===== src/rtl/row_dispatch_scheduler_pkg.sv =====
// Shared definitions for the row dispatch scheduler: state encoding (equal to the
// status pin values) and default sizing.
package row_dispatch_scheduler_pkg;

  localparam int NUM_CORES_DEF = 4;
  localparam int ROW_W_DEF     = 8;

  typedef enum logic [1:0] {
    ST_IDLE     = 2'd0,
    ST_DISPATCH = 2'd1,
    ST_DRAIN    = 2'd2,
    ST_DONE     = 2'd3
  } state_t;

endpackage


===== src/rtl/row_dispatch_scheduler_if.sv =====
// Per-core start/done handshake bundle between the scheduler (master) and the
// matrix-multiplication cores (slave).
interface row_dispatch_scheduler_if
  import row_dispatch_scheduler_pkg::*;
#(
  parameter int NUM_CORES = NUM_CORES_DEF,
  parameter int ROW_W     = ROW_W_DEF
);

  logic [NUM_CORES-1:0]       core_start;
  logic [NUM_CORES-1:0]       core_en;
  logic [NUM_CORES*ROW_W-1:0] core_row;
  logic [NUM_CORES-1:0]       core_done;

  modport master (
    output core_start,
    output core_en,
    output core_row,
    input  core_done
  );

  modport slave (
    input  core_start,
    input  core_en,
    input  core_row,
    output core_done
  );

endinterface


===== src/rtl/row_dispatch_scheduler_prio_pick_lowest.sv =====
// Fixed-priority picker: one-hot grant to the lowest-index requesting bit,
// plus a valid flag when any bit requests.
module prio_pick_lowest #(
  parameter int N = 4
) (
  input  logic [N-1:0] req,
  output logic [N-1:0] grant,
  output logic         valid
);

  // seen[i] is set when any bit below i already requested
  logic [N:0] seen;

  assign seen[0] = 1'b0;

  for (genvar gi = 0; gi < N; gi++) begin : g_pick
    assign grant[gi]    = req[gi] & ~seen[gi];
    assign seen[gi + 1] = seen[gi] | req[gi];
  end

  assign valid = seen[N];

endmodule


===== src/rtl/row_dispatch_scheduler.sv =====
// Hands result-row indices to idle cores one per cycle, tracks per-core
// completion and reports job progress on a 2-bit status.
module row_dispatch_scheduler
  import row_dispatch_scheduler_pkg::*;
#(
  parameter int NUM_CORES = NUM_CORES_DEF,
  parameter int ROW_W     = ROW_W_DEF
) (
  input  logic                         fast_clock,
  input  logic                         reset_n,
  input  logic                         start_process,
  input  logic [ROW_W-1:0]             num_rows,
  row_dispatch_scheduler_if.master     core,
  output logic [1:0]                   status,
  output logic [ROW_W-1:0]             rows_done,
  output logic                         err
);

  state_t                 state_reg, state_next;
  logic                   start_prev_reg;
  logic [NUM_CORES-1:0]   busy_reg, busy_next;
  logic [ROW_W-1:0]       next_row_reg, next_row_next;
  logic [ROW_W-1:0]       rows_done_reg, rows_done_next;
  logic [ROW_W-1:0]       nrows_reg, nrows_next;
  logic                   err_reg, err_next;
  logic [ROW_W-1:0]       core_row_reg [NUM_CORES];
  logic [NUM_CORES*ROW_W-1:0] core_row_flat;

  logic                   start_edge;
  logic                   dispatch;
  logic [NUM_CORES-1:0]   idle_vec;
  logic [NUM_CORES-1:0]   grant;
  logic                   grant_valid;
  logic [NUM_CORES-1:0]   core_start_c;
  logic [NUM_CORES-1:0]   done_ok;
  logic [NUM_CORES-1:0]   done_bad;
  logic [ROW_W-1:0]       done_cnt;

  assign start_edge = start_process & ~start_prev_reg;
  assign idle_vec   = ~busy_reg;

  prio_pick_lowest #(.N(NUM_CORES)) u_pick (
    .req   (idle_vec),
    .grant (grant),
    .valid (grant_valid)
  );

  assign dispatch     = (state_reg == ST_DISPATCH) && grant_valid && (next_row_reg < nrows_reg);
  assign core_start_c = dispatch ? grant : '0;

  // Completion pulses are ignored in IDLE; a pulse from an idle core only flags err
  assign done_ok  = (state_reg != ST_IDLE) ? (core.core_done & busy_reg)  : '0;
  assign done_bad = (state_reg != ST_IDLE) ? (core.core_done & ~busy_reg) : '0;

  always_comb begin
    done_cnt = '0;
    for (int i = 0; i < NUM_CORES; i++) begin
      done_cnt = done_cnt + ROW_W'(done_ok[i]);
    end
  end

  always_comb begin
    state_next     = state_reg;
    busy_next      = (busy_reg & ~done_ok) | core_start_c;
    next_row_next  = next_row_reg;
    rows_done_next = rows_done_reg + done_cnt;
    nrows_next     = nrows_reg;
    err_next       = err_reg | (|done_bad);

    case (state_reg)
      ST_IDLE, ST_DONE: begin
        if (start_edge) begin
          nrows_next     = num_rows;
          next_row_next  = '0;
          rows_done_next = '0;
          err_next       = 1'b0;
          state_next     = (num_rows == '0) ? ST_DONE : ST_DISPATCH;
        end
      end
      ST_DISPATCH: begin
        if (dispatch) begin
          next_row_next = next_row_reg + ROW_W'(1);
          if (next_row_reg == nrows_reg - ROW_W'(1)) begin
            state_next = ST_DRAIN;
          end
        end
      end
      ST_DRAIN: begin
        if ((busy_reg == '0) && (rows_done_reg == nrows_reg)) begin
          state_next = ST_DONE;
        end
      end
      default: ;
    endcase
  end

  always_ff @(posedge fast_clock or negedge reset_n) begin
    if (!reset_n) begin
      state_reg      <= ST_IDLE;
      start_prev_reg <= 1'b0;
      busy_reg       <= '0;
      next_row_reg   <= '0;
      rows_done_reg  <= '0;
      nrows_reg      <= '0;
      err_reg        <= 1'b0;
    end else begin
      state_reg      <= state_next;
      start_prev_reg <= start_process;
      busy_reg       <= busy_next;
      next_row_reg   <= next_row_next;
      rows_done_reg  <= rows_done_next;
      nrows_reg      <= nrows_next;
      err_reg        <= err_next;
    end
  end

  // Each core's row index is held until that core is started again
  for (genvar gi = 0; gi < NUM_CORES; gi++) begin : g_row
    always_ff @(posedge fast_clock or negedge reset_n) begin
      if (!reset_n) begin
        core_row_reg[gi] <= '0;
      end else if (core_start_c[gi]) begin
        core_row_reg[gi] <= next_row_reg;
      end
    end
  end

  always_comb begin
    core_row_flat = '0;
    for (int i = 0; i < NUM_CORES; i++) begin
      core_row_flat[i*ROW_W +: ROW_W] = core_row_reg[i];
    end
  end

  assign core.core_start = core_start_c;
  assign core.core_en    = busy_reg | core_start_c;
  assign core.core_row   = core_row_flat;
  assign status          = state_reg;
  assign rows_done       = rows_done_reg;
  assign err             = err_reg;

endmodule


===== src/flat_wrapper.sv =====
// flat-port wrapper written by rule: the top's interface ports become plain ports
module row_dispatch_scheduler_flat import row_dispatch_scheduler_pkg::*;
#(
  parameter int NUM_CORES = NUM_CORES_DEF,
  parameter int ROW_W     = ROW_W_DEF
)
  (fast_clock, reset_n, start_process, num_rows, status, rows_done, err, core_core_start, core_core_en, core_core_row, core_core_done);
  row_dispatch_scheduler_if #(.NUM_CORES(NUM_CORES), .ROW_W(ROW_W)) core_i ();
  input  logic fast_clock;
  input  logic reset_n;
  input  logic start_process;
  input  logic [ROW_W-1:0] num_rows;
  output logic [1:0] status;
  output logic [ROW_W-1:0] rows_done;
  output logic err;
  output wire logic [$bits(core_i.core_start)-1:0] core_core_start;
  output wire logic [$bits(core_i.core_en)-1:0] core_core_en;
  output wire logic [$bits(core_i.core_row)-1:0] core_core_row;
  input wire logic [$bits(core_i.core_done)-1:0] core_core_done;
  assign core_core_start = core_i.core_start;
  assign core_core_en = core_i.core_en;
  assign core_core_row = core_i.core_row;
  assign core_i.core_done = core_core_done;
  row_dispatch_scheduler #(.NUM_CORES(NUM_CORES), .ROW_W(ROW_W)) u_core (.fast_clock(fast_clock), .reset_n(reset_n), .start_process(start_process), .num_rows(num_rows), .core(core_i), .status(status), .rows_done(rows_done), .err(err));
endmodule

===== config.mk =====
export PLATFORM = sky130hd
export DESIGN_NAME = row_dispatch_scheduler_flat
export DESIGN_NICKNAME = d
export VERILOG_FILES = /design/src/rtl/row_dispatch_scheduler_pkg.sv /design/src/rtl/row_dispatch_scheduler_if.sv /design/src/rtl/row_dispatch_scheduler_prio_pick_lowest.sv /design/src/rtl/row_dispatch_scheduler.sv /design/src/flat_wrapper.sv
export SDC_FILE = /design/constraint.sdc
export NUM_CORES = 1
export LEC_CHECK = 0
export ABC_AREA = 1
export BUFFER_PORTS_ARGS = -buffer_cell sky130_fd_sc_hd__buf_2
export CAP_MARGIN = 20
export CORE_ASPECT_RATIO = 1.75
export CORE_UTILIZATION = 56
export DETAILED_ROUTE_END_ITERATION = 16
export GPL_TIMING_DRIVEN = 0
export PLACE_DENSITY = 0.8
export SETUP_SLACK_MARGIN = 0.05
export SKIP_CTS_REPAIR_TIMING = 1
export SKIP_LAST_GASP = 1
export SYNTH_ARGS = -nofsm -noshare
export SYNTH_HDL_FRONTEND = slang
export SYNTH_SLANG_ARGS = --single-unit

===== constraint.sdc =====
create_clock -name fast_clock -period 3.2 [get_ports fast_clock]
set_input_delay 0.48 -clock fast_clock [delete_from_list [all_inputs] [get_ports fast_clock]]
set_output_delay 0.48 -clock fast_clock [all_outputs]
set_load 0.01 [all_outputs]

==> reports/qor.yml, run 1 <==
synth_top_area_share_pct: 45.33
rows: 38
fin_crit_sh_pct: 93.97
ys_warn_count: 0
end_kind: "output port"
syn_inst: 431
slew_violations: 0
stdcell_count: 593
hold_viol: 0
synth_commonest_cells: "nand2_1, dfrtp_1, inv_1"
cts-buffers-inserted: 9
dr.pass1.iters: 4
outcome: "finished clean"
setup_viol: 0
min_period_ns: 3.007
layout.nets: 544
critPathKind: "reg2out"
wl_per_cell_um: 13.96
coreArea_sq_mm: 0.006133
drc_errors: 0
rsz0062_at_grt: "no"
die_area_sq_mm: 0.006644
clock.fmax_mhz: 332.6
diodes: 0
routed-wl-met2_um: 4321
grt_pass1_vias: 3048
ys_ff_latch: 64
path_clk_slew_ns: 0.07
synth_area_leader_cell: "dfrtp_1"
cts-root-buf: "clkbuf_8"
placed_cells: 577
synth-main-ff-cell: "dfrtp_1"
fin_util_pct: 68.12
max_slew.worst_pin.slew_ns: 0.5680
grt_pass1_wl_um: 13810
place.port_buffers: 65
clk_latency_ns: 0.36
holdWs_ns: 0.1119
gp_congestion: 0.8590
cap_violations: 0
fillCellCount: 507
ant_nets: 0
pin_count: 66
routed.top_layer: "met4"
ys_seq_area_share_pct: 45.33
synthTopCellsByArea: "dfrtp_1, nand2_1, ha_1"
hold_path_class: "in2async"
chipHeight_um: 107.1
largest_reg_flops: 32
maxSlewHeadroom_pct: 62.14
synth.avg_cell_area_sq_um: 8.198
initial_core_util_pct: 57.61
met3WireLength_um: 300
arrival_ns: 2.53
wl_met1_um: 3203
ys_async_sr_fraction_pct: 100.0
track_usage_pct: 28.65
power_density_mw_per_mm2: 946.1
path_max_fanout: 10
synth_edf_count: 0
via_per_inst: 5.238
cts-htree-levels: 3
die_w_um: 62.05
synth_cell_type_count: 31
drt_iter0_markers: 138
dp_hpwl_um: 6373
start_kind: "flop"
globalRoute.totalOverflow: 0
leakagePower_uw: 0.002205
synth_most_common_cell: "nand2_1"
peakVddDrop_v: 0.0005670
grt_start_max_net_pins: 42
syn_to_final_growth_pct: 18.24
syn_area_sq_mm: 0.003533
tns_ns: 0
wl_um: 8276
clockBufferDepth: 2
clock_sinks: 64
cts_tree: "built"
antenna_found_initial: 0
syn_nets: 467
fin_worst_skew_ns: 0.006419
vias: 3106
cp.required_ns: 2.72
drive_gt1_share_pct: 23.20
## final timing paths
check | end | cells after the start | slack, ns | startpoint
min in group fast_clock | u_core.start_prev_reg | 1 | 0.24 | start_process
max in group asynchronous | u_core.busy_reg[1] | 2 | 2.48 | reset_n
worst min-delay path | u_core.core.core_row[4] | 1 | 0.11 | reset_n
worst max register to register | u_core.rows_done[6] | 13 | 0.28 | u_core.status[0]
worst max-delay path | core_core_en[3] | 11 | 0.19 | u_core.nrows_reg[5]
worst min register to register | u_core.core.core_row[11] | 2 | 0.48 | u_core.core.core_row[11]
## power breakdown
group	switching [uW]	internal, uW	total, uW	leakage, uW
registers	246	1100	1340	0.000831
clock network	322	355	677	0.0000920
logic	1180	752	1930	0.00128
## worst max-delay path, stage by stage, from the launching register on
cell	delay, ns
dfrtp_2	0.43
inv_1	0.10
ha_1	0.32
a21oi_1	0.16
nor2_1	0.07
nor2_2	0.11
nand2_2	0.14
nor3_4	0.31
nand2_4	0.15
buf_6	0.19
nand2_1	0.06
buf_2	0.12
## metrics by stage
| stage | cell area, sq um | total power [uW] | setup WS (ns) |
|---|---|---|---|
| 2_1_floorplan | 3533 | 2665 | 0.4634 |
| 3_3_place_gp | 3959 | 3181 | 0.2729 |
| 3_5_place_dp | 3979 | 3279 | 0.2120 |
| 4_1_cts | 4167 | 3952 | 0.1715 |
| 5_1_grt | 4178 | 4308 | 0.05221 |
| 6_report | 4178 | 3952 | 0.1931 |
## layout make-up
class                      instances  area (sq um)  share of cell area [%]
clock buffer                      10         127.6                   3.055
multi-input combinational        309          1690                   40.46
clock inverter                     6         60.06                   1.438
sequential                        64          1605                   38.42
inverter                          51         191.4                   4.582
buffer                             7         57.56                   1.378
tap                               80         100.1                   2.396
timing repair buffer              66         345.3                   8.266
## layer usage
metal  up-vias  global-route usage [%]
li1       1533                       -
met5         -                       0
met1      1452                   31.75
met2        87                   47.19
met3        34                   6.152
met4         0                   18.10
## logic make-up after synthesis
kind of cell | after synthesis | synth area share, %
fa+ha+maj | 21 | 7.861
buf+inv | 58 | 7.046
xor+xnor | 7 | 1.735
simple gates | 202 | 24.22
compound gates | 79 | 13.81
flops | 64 | 45.33
## cell usage in the layout, fill, tap and decap left out, drive strengths merged, types with 3 or more instances in the layout
master and count:
a21oi 19, buf 72, clkbuf 11, clkinv 3
dfrtp 64, ha 19, inv 51, nand2 134
nand3 21, nor2 37, nor3 4, o21a 8
o21ai 50, xnor2 4, xor2 3
(Power assumes the default switching activity.)
==> run 2, diff against run 1 <==
Settings changed: RECOVER_POWER set to 50.
==> run 2 against run 1 <==
Compared with the run above:
- fmax grew 0.11%
- total power shrank 0.75%
- die area is the same
- wire length grew 0.46%
- clock skew grew 0.0021 ns
- largest power group unchanged
==> reports/qor.yml, run 2 (synthesis results as in run 1) <==
tns_ns: 0
slew_violations: 0
largest_reg_flops: 32
cp.required_ns: 2.72
grt_start_max_net_pins: 42
dp_hpwl_um: 6373
rows: 38
hold_viol: 0
reg2reg_from: "u_core.status[0]"
start_kind: "flop"
layout.nets: 544
leakagePower_uw: 0.002105
fin_crit_sh_pct: 93.86
outcome: "finished clean"
min_period_ns: 3.004
fin_worst_skew_ns: 0.008518
drc_errors: 0
power_density_mw_per_mm2: 949.4
peakVddDrop_v: 0.0005670
globalRoute.totalOverflow: 0
cp_cell_sequence: "inv_1 > ha_1 > a21oi_1 > nor2_1 > nor2_2 > nand2_2 > nor3_4 > nand2_4 > buf_6 > nand2_1 > buf_2"
diodes: 0
syn_to_final_growth_pct: 16.93
chipHeight_um: 107.1
clk_latency_ns: 0.36
pin_count: 66
worstReg2RegEnd: "u_core.rows_done[6]"
cap_violations: 0
wl_um: 8314
path_delay_family: "simple AND/OR/NAND/NOR gates"
gp_congestion: 0.8590
clockBufferDepth: 2
drt_iter0_markers: 125
hold_path_class: "in2reg"
path_max_fanout: 10
cp_num_cells: 11
critPathKind: "reg2out"
grt_pass1_vias: 3048
grt_pass1_wl_um: 13810
dpl_cell_area_sq_mm: 0.003979
maxSlewHeadroom_pct: 15.00
vias: 3114
dr.pass1.iters: 4
final_cell_area_sq_mm: 0.004131
cts-root-buf: "clkbuf_8"
placed_cells: 577
fillCellCount: 524
reg2regPathDepth: 13
drive_gt1_share_pct: 18.32
die_w_um: 62.05
final_common_cell: "nand2_1"
crit_path_end: "core_core_en[3]"
stdcell_count: 593
rsz0062_at_grt: "no"
ant_nets: 0
crit_slowest_cell: "dfrtp_2"
cts-htree-levels: 3
cp_num_buf_inv: 3
max_stage_delay_ns: 0.43
path_clk_slew_ns: 0.07
via_per_inst: 5.251
antenna_found_initial: 0
wl_per_cell_um: 14.02
startpoint: "u_core.nrows_reg[5]"
place.port_buffers: 65
coreArea_sq_mm: 0.006133
cts_tree: "built"
ff2ff_setup_slack_ns: 0.28
track_usage_pct: 28.65
end_kind: "output port"
initial_core_util_pct: 57.61
cts-buffers-inserted: 9
arrival_ns: 2.52
clock_sinks: 64
clock.fmax_mhz: 332.9
setup_viol: 0
layout_common_cells: "nand2_1, dfrtp_1, inv_1"
max_slew.worst_pin.slew_ns: 1.275
die_area_sq_mm: 0.006644
-- run 2: cell types whose count changed in the layout (fill, tap and decap cells not counted), sizes merged --
cell,change
buf,-26
clkbuf,+26
-- run 2: per-layer routing --
layer	GRT usage, %	wire (um)	vias up
li1	-	-	1533
met1	31.75	3214	1463
met2	47.19	4364	84
met3	6.152	283	34
met4	18.10	451	0
met5	0	0	-
-- run 2: worst min path at each step --
stage                                     to                      from  cells past startpoint  slack, ns
CTS                  u_core.core.core_row[6]                   reset_n                      1       0.13
finish                 u_core.start_prev_reg             start_process                      1       0.24
global route           u_core.start_prev_reg             start_process                      1       0.23
detailed placement  u_core.core.core_row[31]  u_core.core.core_row[31]                      2       0.47
floorplan                 u_core.busy_reg[0]                   reset_n                      0       0.18
global placement    u_core.core.core_row[18]  u_core.core.core_row[18]                      2       0.46
-- run 2: per-stage QoR --
stage	setup slack, ns	total power (uW)	hold slack, ns	util [%]
2_1_floorplan	0.4634	2665	0.1844	-
3_3_place_gp	0.2729	3181	0.4599	64.55
3_5_place_dp	0.2120	3279	0.4661	64.87
4_1_cts	0.1715	3952	0.1316	67.93
5_1_grt	0.05221	4276	0.2346	67.36
6_report	0.1964	3923	0.2415	67.36
-- run 2: layout make-up --
type	instances	area, sq um	share of cell area, %
Tap cell	80	100.1	2.423
Inverter	51	191.4	4.634
Clock buffer	10	127.6	3.089
Timing Repair Buffer	66	299.0	7.238
Clock inverter	6	60.06	1.454
Buffer	7	57.56	1.393
Sequential cell	64	1605	38.86
Multi-Input combinational cell	309	1690	40.91
-- run 2: report_power, final --
part           switching [uW]  internal [uW]  leakage, uW
sequential                250           1100     0.000831
combinational            1190            717      0.00118
clock                     319            355    0.0000920
==> run 3, diff against run 2 <==
Settings changed: CELL_PAD_IN_SITES_DETAIL_PLACEMENT set to 1, CELL_PAD_IN_SITES_GLOBAL_PLACEMENT set to 1, CORE_UTILIZATION 56 to 41, PLACE_DENSITY 0.8 to not set, PLACE_DENSITY_LB_ADDON set to 0.1.
==> run 3 against run 2 <==
Compared with the run above:
- largest power group unchanged
- the flow now finishes with violations (max-capacitance violations, max-slew violations)
- sequential power about the same
- clock skew decreased by 0.0014 ns
- final area increased by 4.0%
- critical path type unchanged
- clock power increased by 50%
- total power increased by 11%
- setup slack improved by 0.030 ns
- global-route usage decreased by 4.1 points
- via count increased by 2.4%
- wire length increased by 22%
==> reports/qor.yml, run 3 (synthesis results as in run 1) <==
clockBufferDepth: 2
setup_viol: 0
largest_reg_flops: 32
dr.pass1.iters: 4
layout.nets: 544
maxSlewHeadroom_pct: -10.26
final_common_cell: "nand2_1"
leakagePower_uw: 0.002157
hold_path_class: "in2reg"
wl_um: 10130
min_period_ns: 2.973
wl_per_cell_um: 16.13
multiInputGateArea_sq_mm: 0.001685
critPathKind: "reg2out"
initial_core_util_pct: 42.50
dpl_cell_area_sq_mm: 0.004005
diodes: 0
ant_nets: 0
start_kind: "flop"
layout.area.seq_sq_mm: 0.001605
track_usage_pct: 24.55
cap_violations: 1
hold_depth: 1
violations: "max-capacitance violations, max-slew violations"
vias: 3190
outcome: "complete, but fails checks"
layout_common_cells: "nand2_1, dfrtp_1, inv_1"
antenna_found_initial: 0
clk_latency_ns: 0.33
die_area_sq_mm: 0.009008
stdcell_count: 628
grt_start_max_net_pins: 65
tns_ns: 0
cts-root-buf: "clkbuf_16"
arrival_ns: 2.49
power_uw: 4363
die_w_um: 72.18
drive_gt1_share_pct: 18.52
via_per_inst: 5.080
cts-htree-levels: 3
hold_viol: 0
grt_pass1_wl_um: 16620
power_density_mw_per_mm2: 1016
syn_to_final_growth_pct: 21.57
cts_tree: "built"
dp_hpwl_um: 7576
globalRoute.totalOverflow: 0
end_kind: "output port"
fin_crit_sh_pct: 92.92
place.port_buffers: 65
reg2regPathDepth: 13
gp_congestion: 0.8349
placed_cells: 611
drc_errors: 0
final_cell_area_sq_mm: 0.004295
path_max_fanout: 10
clock.fmax_mhz: 336.3
fin_worst_skew_ns: 0.007132
cp.required_ns: 2.72
slew_violations: 65
drt_iter0_markers: 92
fillCellCount: 1035
clock_sinks: 64
grt_pass1_vias: 3393
rows: 44
pin_count: 66
peakVddDrop_v: 0.0004443
coreArea_sq_mm: 0.008313
max_slew.worst_pin.slew_ns: 1.654
cts-buffers-inserted: 9
path_clk_slew_ns: 0.05
chipHeight_um: 124.8
rsz0062_at_grt: "no"
==> run 3: report_power, final <==
part / total (uW) / switching, uW / internal (uW)
Sequential: 1370 / 274 / 1100
Combinational: 1980 / 1250 / 731
Clock: 1010 / 363 / 645
Total: 4360 / 1890 / 2470
==> run 3: area by class of cell <==
class	instances	area share [%]
buffer	7	1.340
clock buffer	12	5.971
timing repair buffer	66	7.049
tap	115	3.350
multi-input combinational	309	39.24
clock inverter	4	1.223
inverter	51	4.457
sequential	64	37.37
==> run 3: worst max-delay path, stage by stage (launching register included) <==
cell	delay, ns
dfrtp_2	0.45
inv_1	0.17
ha_1	0.27
a21oi_1	0.13
nand2_1	0.09
nand2_1	0.08
nand2_2	0.13
nor3_4	0.31
nand2_4	0.16
buf_6	0.19
nand2_1	0.06
buf_2	0.12
==> run 3: path summary, 6_finish.rpt <==
check                                         startpoint                  endpoint  slack [ns]
worst max-delay path                 u_core.nrows_reg[3]           core_core_en[3]        0.23
worst min-delay path                       start_process     u_core.start_prev_reg        0.27
min in group asynchronous                        reset_n  u_core.core.core_row[31]        0.57
worst min register to register  u_core.core.core_row[25]  u_core.core.core_row[25]        0.48
max in group asynchronous                        reset_n       u_core.nrows_reg[3]        1.53
worst max register to register          u_core.status[1]       u_core.rows_done[6]        0.26
==> run 3: through the flow <==
step	hold slack, ns	util (%)	worst slack [ns]
4_1_cts	0.2594	51.90	0.1409
3_5_place_dp	0.4637	48.18	0.1439
5_1_grt	0.2596	51.67	0.05293
2_1_floorplan	0.1844	-	0.4634
6_report	0.2673	51.67	0.2266
3_3_place_gp	0.4593	48.15	0.2447
==> run 3: routing by layer <==
layer	routed length [um]	share of wire (%)	vias to the layer above	track usage, %
met5	0	0	-	0
met4	273	2.7	0	10.61
met3	288	2.8	22	5.178
met2	5902	58	74	46.18
met1	3668	36	1549	24.90
li1	-	-	1545	-
